## config.mk

```make
export PLATFORM = sky130hd
export DESIGN_NAME = mac_lanes
export DESIGN_NICKNAME = d
export VERILOG_FILES = /design/src/rtl/mac_lanes.sv
export SDC_FILE = /design/constraint.sdc
export NUM_CORES = 2
export LEC_CHECK = 0
export CORE_ASPECT_RATIO = 1.25
export CORE_MARGIN = 4
export CORE_UTILIZATION = 45
export CTS_CLUSTER_SIZE = 16
export DETAILED_ROUTE_END_ITERATION = 8
export DONT_BUFFER_PORTS = 1
export PLACE_DENSITY = 0.68
export SLEW_MARGIN = 20
export SYNTH_ARGS = -nofsm -noshare
export SYNTH_HDL_FRONTEND = slang
export SYNTH_SLANG_ARGS = --single-unit
```

## constraint.sdc

```tcl
create_clock -name clk -period 6.3 [get_ports clk]
set_clock_uncertainty 0.15 [all_clocks]
set_input_delay 0.945 -clock clk [delete_from_list [all_inputs] [get_ports clk]]
set_output_delay 0.945 -clock clk [all_outputs]
set_load 0.005 [all_outputs]
```

## src/rtl/mac_lanes.sv

```systemverilog
// mac_lanes: multi-lane signed multiply-accumulate engine.
//
// Each valid beat multiplies LANES image/kernel pairs, sums the products
// across lanes and accumulates that sum over a frame delimited by
// first/last. At frame end one arithmetically shifted, saturated result
// is emitted with a single-cycle valid strobe.
//
// Pipeline (a beat sampled on edge E reaches the outputs after edge E+4):
//   S1 input register -> S2 lane products -> S3 lane sum
//   -> S4 accumulator -> S5 shift/saturate output register
//
// Ports:
//   clk        clock, all logic on the rising edge
//   rst        synchronous active-high reset
//   img        LANES packed signed samples, lane i at [i*IMG_WIDTH +: IMG_WIDTH]
//   ker        LANES packed signed weights, lane i at [i*KER_WIDTH +: KER_WIDTH]
//   val        beat valid; img/ker/first/last ignored when low
//   first      beat starts a new frame
//   last       beat ends the frame and triggers a result
//   result     saturated, shifted frame sum (holds between strobes)
//   result_val one-cycle strobe, result valid
//   result_sat high with result_val when saturation clipped the value
module mac_lanes #(
    parameter int IMG_WIDTH = 16,
    parameter int KER_WIDTH = 16,
    parameter int LANES     = 4,
    parameter int ACC_WIDTH = 48,
    parameter int OUT_WIDTH = 32,
    parameter int SHIFT     = 0
) (
    input  logic                         clk,
    input  logic                         rst,
    input  logic [LANES*IMG_WIDTH-1:0]   img,
    input  logic [LANES*KER_WIDTH-1:0]   ker,
    input  logic                         val,
    input  logic                         first,
    input  logic                         last,
    output logic [OUT_WIDTH-1:0]         result,
    output logic                         result_val,
    output logic                         result_sat
);

    localparam int PROD_WIDTH = IMG_WIDTH + KER_WIDTH;

    // Output range expressed at accumulator width for the saturation compare.
    localparam logic signed [ACC_WIDTH-1:0] OUT_MAX_C =
        {{(ACC_WIDTH-OUT_WIDTH+1){1'b0}}, {(OUT_WIDTH-1){1'b1}}};
    localparam logic signed [ACC_WIDTH-1:0] OUT_MIN_C =
        {{(ACC_WIDTH-OUT_WIDTH+1){1'b1}}, {(OUT_WIDTH-1){1'b0}}};

    // Stage 1 state
    logic [LANES*IMG_WIDTH-1:0]     img_r;
    logic [LANES*KER_WIDTH-1:0]     ker_r;
    logic                           s1_val_r;
    logic                           s1_first_r;
    logic                           s1_last_r;

    // Stage 2 state
    logic signed [PROD_WIDTH-1:0]   mul_s  [LANES];
    logic signed [PROD_WIDTH-1:0]   prod_r [LANES];
    logic                           s2_val_r;
    logic                           s2_first_r;
    logic                           s2_last_r;

    // Stage 3 state
    logic signed [ACC_WIDTH-1:0]    sum_s;
    logic signed [ACC_WIDTH-1:0]    sum_r;
    logic                           s3_val_r;
    logic                           s3_first_r;
    logic                           s3_last_r;

    // Stage 4 state
    logic signed [ACC_WIDTH-1:0]    acc_next_s;
    logic signed [ACC_WIDTH-1:0]    acc_r;
    logic                           prev_last_r;
    logic                           s4_last_r;

    // Stage 5 combinational
    logic signed [ACC_WIDTH-1:0]    shifted_s;
    logic [OUT_WIDTH-1:0]           res_next_s;
    logic                           sat_next_s;

    // Stage 1: capture the beat; idle cycles present zero data and no flags.
    always_ff @(posedge clk) begin
        if (rst) begin
            img_r      <= {(LANES*IMG_WIDTH){1'b0}};
            ker_r      <= {(LANES*KER_WIDTH){1'b0}};
            s1_val_r   <= 1'b0;
            s1_first_r <= 1'b0;
            s1_last_r  <= 1'b0;
        end else if (val) begin
            img_r      <= img;
            ker_r      <= ker;
            s1_val_r   <= 1'b1;
            s1_first_r <= first;
            s1_last_r  <= last;
        end else begin
            img_r      <= {(LANES*IMG_WIDTH){1'b0}};
            ker_r      <= {(LANES*KER_WIDTH){1'b0}};
            s1_val_r   <= 1'b0;
            s1_first_r <= 1'b0;
            s1_last_r  <= 1'b0;
        end
    end

    // Stage 2 combinational: exact signed product per lane.
    always_comb begin
        for (int i = 0; i < LANES; i++) begin
            mul_s[i] = PROD_WIDTH'($signed(img_r[i*IMG_WIDTH +: IMG_WIDTH]))
                     * PROD_WIDTH'($signed(ker_r[i*KER_WIDTH +: KER_WIDTH]));
        end
    end

    // Stage 2 register: lane products and beat flags.
    always_ff @(posedge clk) begin
        if (rst) begin
            for (int i = 0; i < LANES; i++) begin
                prod_r[i] <= {PROD_WIDTH{1'b0}};
            end
            s2_val_r   <= 1'b0;
            s2_first_r <= 1'b0;
            s2_last_r  <= 1'b0;
        end else begin
            for (int i = 0; i < LANES; i++) begin
                prod_r[i] <= mul_s[i];
            end
            s2_val_r   <= s1_val_r;
            s2_first_r <= s1_first_r;
            s2_last_r  <= s1_last_r;
        end
    end

    // Stage 3 combinational: sign-extended sum across all lanes.
    always_comb begin
        sum_s = {ACC_WIDTH{1'b0}};
        for (int i = 0; i < LANES; i++) begin
            sum_s = sum_s + ACC_WIDTH'(prod_r[i]);
        end
    end

    // Stage 3 register: lane sum and beat flags.
    always_ff @(posedge clk) begin
        if (rst) begin
            sum_r      <= {ACC_WIDTH{1'b0}};
            s3_val_r   <= 1'b0;
            s3_first_r <= 1'b0;
            s3_last_r  <= 1'b0;
        end else begin
            sum_r      <= sum_s;
            s3_val_r   <= s2_val_r;
            s3_first_r <= s2_first_r;
            s3_last_r  <= s2_last_r;
        end
    end

    // Stage 4 combinational: a valid beat after a last restarts the frame
    // even without first; bubbles leave the accumulator untouched.
    always_comb begin
        if (s3_val_r) begin
            if (s3_first_r || prev_last_r) begin
                acc_next_s = sum_r;
            end else begin
                acc_next_s = acc_r + sum_r;
            end
        end else begin
            acc_next_s = acc_r;
        end
    end

    // Stage 4 register: accumulator, frame-boundary memory and result trigger.
    always_ff @(posedge clk) begin
        if (rst) begin
            acc_r       <= {ACC_WIDTH{1'b0}};
            prev_last_r <= 1'b0;
            s4_last_r   <= 1'b0;
        end else begin
            acc_r       <= acc_next_s;
            prev_last_r <= s3_val_r ? s3_last_r : prev_last_r;
            s4_last_r   <= s3_val_r & s3_last_r;
        end
    end

    // Stage 5 combinational: floor shift then clip to the output range.
    always_comb begin
        shifted_s = acc_r >>> SHIFT;
        if (shifted_s > OUT_MAX_C) begin
            res_next_s = OUT_MAX_C[OUT_WIDTH-1:0];
            sat_next_s = 1'b1;
        end else if (shifted_s < OUT_MIN_C) begin
            res_next_s = OUT_MIN_C[OUT_WIDTH-1:0];
            sat_next_s = 1'b1;
        end else begin
            res_next_s = shifted_s[OUT_WIDTH-1:0];
            sat_next_s = 1'b0;
        end
    end

    // Stage 5 register: result holds between strobes, sat only with the strobe.
    always_ff @(posedge clk) begin
        if (rst) begin
            result     <= {OUT_WIDTH{1'b0}};
            result_val <= 1'b0;
            result_sat <= 1'b0;
        end else if (s4_last_r) begin
            result     <= res_next_s;
            result_val <= 1'b1;
            result_sat <= sat_next_s;
        end else begin
            result     <= result;
            result_val <= 1'b0;
            result_sat <= 1'b0;
        end
    end

endmodule

```

# Word-level counts from Yosys, hierarchy flattened
# Memories as Yosys holds them, arrays and structs flattened.
# Index checks and enable logic that the tools add are counted.
word_totals:
  register_bits: 269
  mem_bits_rw: 128
  input_bits: 133
  output_inout_bits: 34
  word_cells: 53
  memories: 1
op_classes:
  n_addsub: 4
  n_mul: 4
  n_lt_le_gt_ge: 2
  mux: 14
  bitwise: 7
  reduce_logical: 3
memory_table:
  columns: ["name", "words", "word_bits", "read_ports", "rd_clocked_by_memory_dff", "write_ports", "line", "text"]
  rows:
  - ["prod_r", 4, 32, 4, 0, 4, "60", "logic signed [PROD_WIDTH-1:0] prod_r [LANES];"]
ops:
  columns: ["operator", "n"]
  rows:
  - ["2-to-1 mux 32 bit", 6]
  - ["multiplier 16 x 16 -> 32 bit", 4]
  - ["adder 48 bit", 1]
  - ["> comparator 48 x 32 -> 1 bit, second input constant", 1]
  - ["< comparator 48 x 32 -> 1 bit, second input constant", 1]
  - ["2-to-1 mux 48 bit", 1]
  - ["adder 34 x 32 -> 35 bit", 1]
  - ["adder 33 x 32 -> 34 bit", 1]
  - ["adder 32 x 32 -> 33 bit", 1]
  - ["2-to-1 mux 1 bit", 7]
  - ["OR 1 bit", 4]
  - ["OR reduction 2 bit", 2]
  - ["inverter 1 bit", 2]
  - ["bitwise AND 1 bit", 1]
  - ["logical OR 1 bit", 1]

# Longest topological paths before layout
depth:
  ltp_word: 3
  ltp_mapped: 25
  depth_no_buf: 24

# Least setup slack after synthesis
# OpenSTA, ideal clock, no wires.
synth_timing:
  path_type: "reg2reg"
  start: "register img_r[63]"
  end: "memory prod_r[3][31] in the netlist's numbering"
  arrival_ps: 6114
  required_time_ps: 6022
  slack_ps: -92
  stages_incl_launch_ff: 23
  path_cell_list: "dfxtp_1 clkbuf_1 nand2_1 inv_1 fa_1 fa_1 fa_1 fa_1 fa_1 inv_1 fa_1 inv_1 ha_1 a21o_1 a21o_1 a221o_1 a41oi_1 o21bai_1 a21oi_1 nor2_1 o22ai_1 xnor2_1 nor2_1"
synth_rtl:
  columns: ["element", "line", "text"]
  rows:
  - ["start: declaration", "52", "logic [LANES*IMG_WIDTH-1:0] img_r;"]
  - ["start signal: assignment", "86", "img_r <= {(LANES*IMG_WIDTH){1'b0}};"]
  - ["start signal: assignment", "92", "img_r <= img;"]
  - ["start signal: assignment", "98", "img_r <= {(LANES*IMG_WIDTH){1'b0}};"]
  - ["end: declaration", "60", null]

==> impl_results.md <==
- DRC viols: 0
- VDD IR max: 0.187 mV
- Die area: 128000 sq um
- Syn Nets: 7545
- Hold/Removal Path Class: in -> reg
- Hold_sp: img[53]
- CP arrival: 6.52 ns
- Post-Syn Area: 55100 sq um
- Final Worst Setup Slack: 0.133 ns
- Max Slew Vio Count: 0
- Die Y: 399 microns
- Final GP Congestion: 0.917
- Gate Count Post-Synth: 5889
- Commonest non-fill, non-tap cell in the layout: inv_1
- Fraction of registers with async set/reset: 0
- Antenna diodes: 0
- Rows: 143
- Cell Pwr Density: 145 nW/um^2
- Final period utilization: 0.979
- Register area: 7880 sq um
- Share of cells above drive strength 1: 0.102
- Port bufs: 0
- Status: completed
- RR Endpoint: prod_r[2][23]
- Seq cells post-synth: 384
- Vias in the first global route: 42193
- Ys flop type: dfxtp_1
- Initial antenna violation count: 2
- Max-Cap Viols: 0
- Final WL: 132 mm
- Routed wire per std cell: 17.3 microns
- Initial Util: 0.453
- TritonCTS Buffers: 45
- Req. time, crit path: 6.65 ns
- Via density: 5.09
- Clock sink count: 384
- F_max: 162 MHz
- Area of the multi-input gates: 42700 sq um
- Distinct cell type count after synthesis: 90
- Area Overhead vs Synth: 10.4%
- Sequential cell area fraction in the yosys report: 0.140
- H-tree depth: 2
- Post-DRT Antenna Nets: 0
- Clock Path Buffers: 3
- Yosys warnings: 0
- Critical Path Start: img_r[41]
- Pwr Total: 8.82 mW
- I/O pin count: 167
- Critical path fanouts, max: 5
- Setup violators final: 0
- Core area: 121000 sq um
- Worst-Skew Late Latency: 0.65 ns
- GRT Util Overall: 0.213
- Register-to-register setup slack: 0.13 ns
- CTS tree: built
- Initial DRC count: 1921
- Pre-CTS setup slack: -0.0425 ns
- Fillers: 11159
- Setup crit start kind: flop
- Die W: 321 microns
- Largest net degree at the start of global routing: 252
- Worst-path clk slew: 0.07 ns
- Drt pass-1 iters: 7
- Root Buffer Master: clkbuf_16
- Post-synth EDFFs: 0
- Vias: 38966
- Minimum clock period: 6.17 ns
- RR Startpoint: img_r[41]
- Rel. slew slack: 0.316
- Most frequent cells in the layout: 1155 x inv_1, 1091 x fa_1, 623 x and2_1, 590 x nand2_1, 397 x ha_1
- Post-cts hold buffer count: 0
- Crit. End Element: flop
- Hold EP: img_r[53]
- DP HPWL: 111 mm
- Congestion Overflow GR: 0
- WHS: 0.269 ns
- Global-route wire length before repair: 218 mm
- Final nets: 7676
- Syn avg cell area: 9.35 sq um
- Worst Tran Pin Value: 1.02 ns
- Critical path type: reg -> reg
- Hold Crit Depth: 1
- Fin. Hold Viols: 0
- Static leakage: 31.0 nW
- R2R depth: 22
-- critical path, cell delays in order (launching register included) --
cell and delay [ns]:
dfxtp_2 0.37, buf_4 0.17, and2_1 0.15, fa_1 0.54
inv_1 0.05, fa_1 0.46, fa_1 0.51, inv_1 0.06
fa_1 0.51, fa_1 0.51, inv_1 0.06, fa_1 0.49
inv_1 0.06, ha_4 0.23, or2_2 0.27, a21oi_1 0.27
a21oi_4 0.08, buf_4 0.16, a31oi_2 0.24, o21bai_1 0.09
a21oi_1 0.17, xor2_1 0.35, nor2_1 0.08
-- metal layers --
metal | global-route usage | vias to the layer above | routed length [microns]
li1 | - | 18124 | -
met1 | 0.260 | 19676 | 52300
met2 | 0.383 | 870 | 67800
met3 | 0.0255 | 296 | 5620
met4 | 0.0872 | 0 | 6310
met5 | 0 | - | 0
-- flip-flops by register name, indices dropped and copies added (netlist names), 32 cells and up --
signal and flops:
acc_r 48, result 32, img_r 64, prod_r 128, sum_r 35, ker_r 64
-- stage by stage --
stage | cell area, sq um | std cells | setup TNS [ns] | utilization
after global placement | 58300 | 7543 | -0.0307 | 0.480
after floorplan | 55100 | 5889 | 0 | -
after global routing | 60800 | 7651 | -0.181 | 0.501
after detailed placement | 58300 | 7543 | -0.0870 | 0.480
final | 60800 | 7651 | 0 | 0.501
after CTS | 60000 | 7626 | 0 | 0.494
-- synthesized netlist by cell type, types with 29 or more instances --
master    number  area [sq um]
ha_1         409          5120
a21oi_1      189           946
a21o_1       100           751
nand3_1       29           145
clkbuf_1     197           739
nand2_1      594          2230
nor2b_1       46           288
fa_1        1114         22300
nand2b_1      37           231
xor2_1        75           657
inv_1       1164          4370
and2_1       630          3940
dfxtp_1      384          7690
nor3_1        64           320
xnor2_1      124          1090
nor2_1       317          1190
o21ai_0       84           420
-- power by group --
part / switching (mW) / internal [mW] / leakage [nW]
clock: 1.24 / 1.69 / 0.769
sequential: 0.283 / 2.63 / 3.19
combinational: 1.73 / 1.25 / 27.1
total: 3.25 / 5.57 / 31.0
-- timing repair --
item                                    4_1_cts  5_1_grt
pin swaps                                     0       63
setup buffers                                 0       25
endpoints found under the setup margin        6       35
gates resized for setup                      17      222
cloned                                        0        0
-- cells by family (layout without fill, tap and decap cells) --
family	Yosys count	count (layout)	synth area share
and+or+nand+nor	1819	1819	0.164
muxes	3	3	0.000545
DFF	384	384	0.140
AOI/OAI and AO/OA	590	590	0.0723
adders and majority gates	1523	1523	0.498
buffers and inverters	1371	1538	0.0936
xor gates and xnor gates	199	199	0.0316
-- worst max-delay path by stage --
| stage | cells past startpoint | to | slack [ns] |
|---|---|---|---|
| CTS | 21 | prod_r[1][31] | 0.003 |
| finish | 22 | prod_r[2][23] | 0.13 |
| global placement | 22 | prod_r[2][30] | -0.03 |
| detailed placement | 22 | prod_r[3][29] | -0.04 |
| global route | 23 | prod_r[1][31] | -0.04 |
| floorplan | 23 | prod_r[3][31] | 0.001 |
-- final cells by class --
cell class | count | share of cell area
sequential | 384 | 0.130
inverter | 1165 | 0.0719
multi-input combinational | 4134 | 0.702
clock buffer | 49 | 0.0189
tap | 1595 | 0.0328
timing repair buffer | 290 | 0.0372
clock inverter | 34 | 0.00778
(Power assumes the default switching activity.)
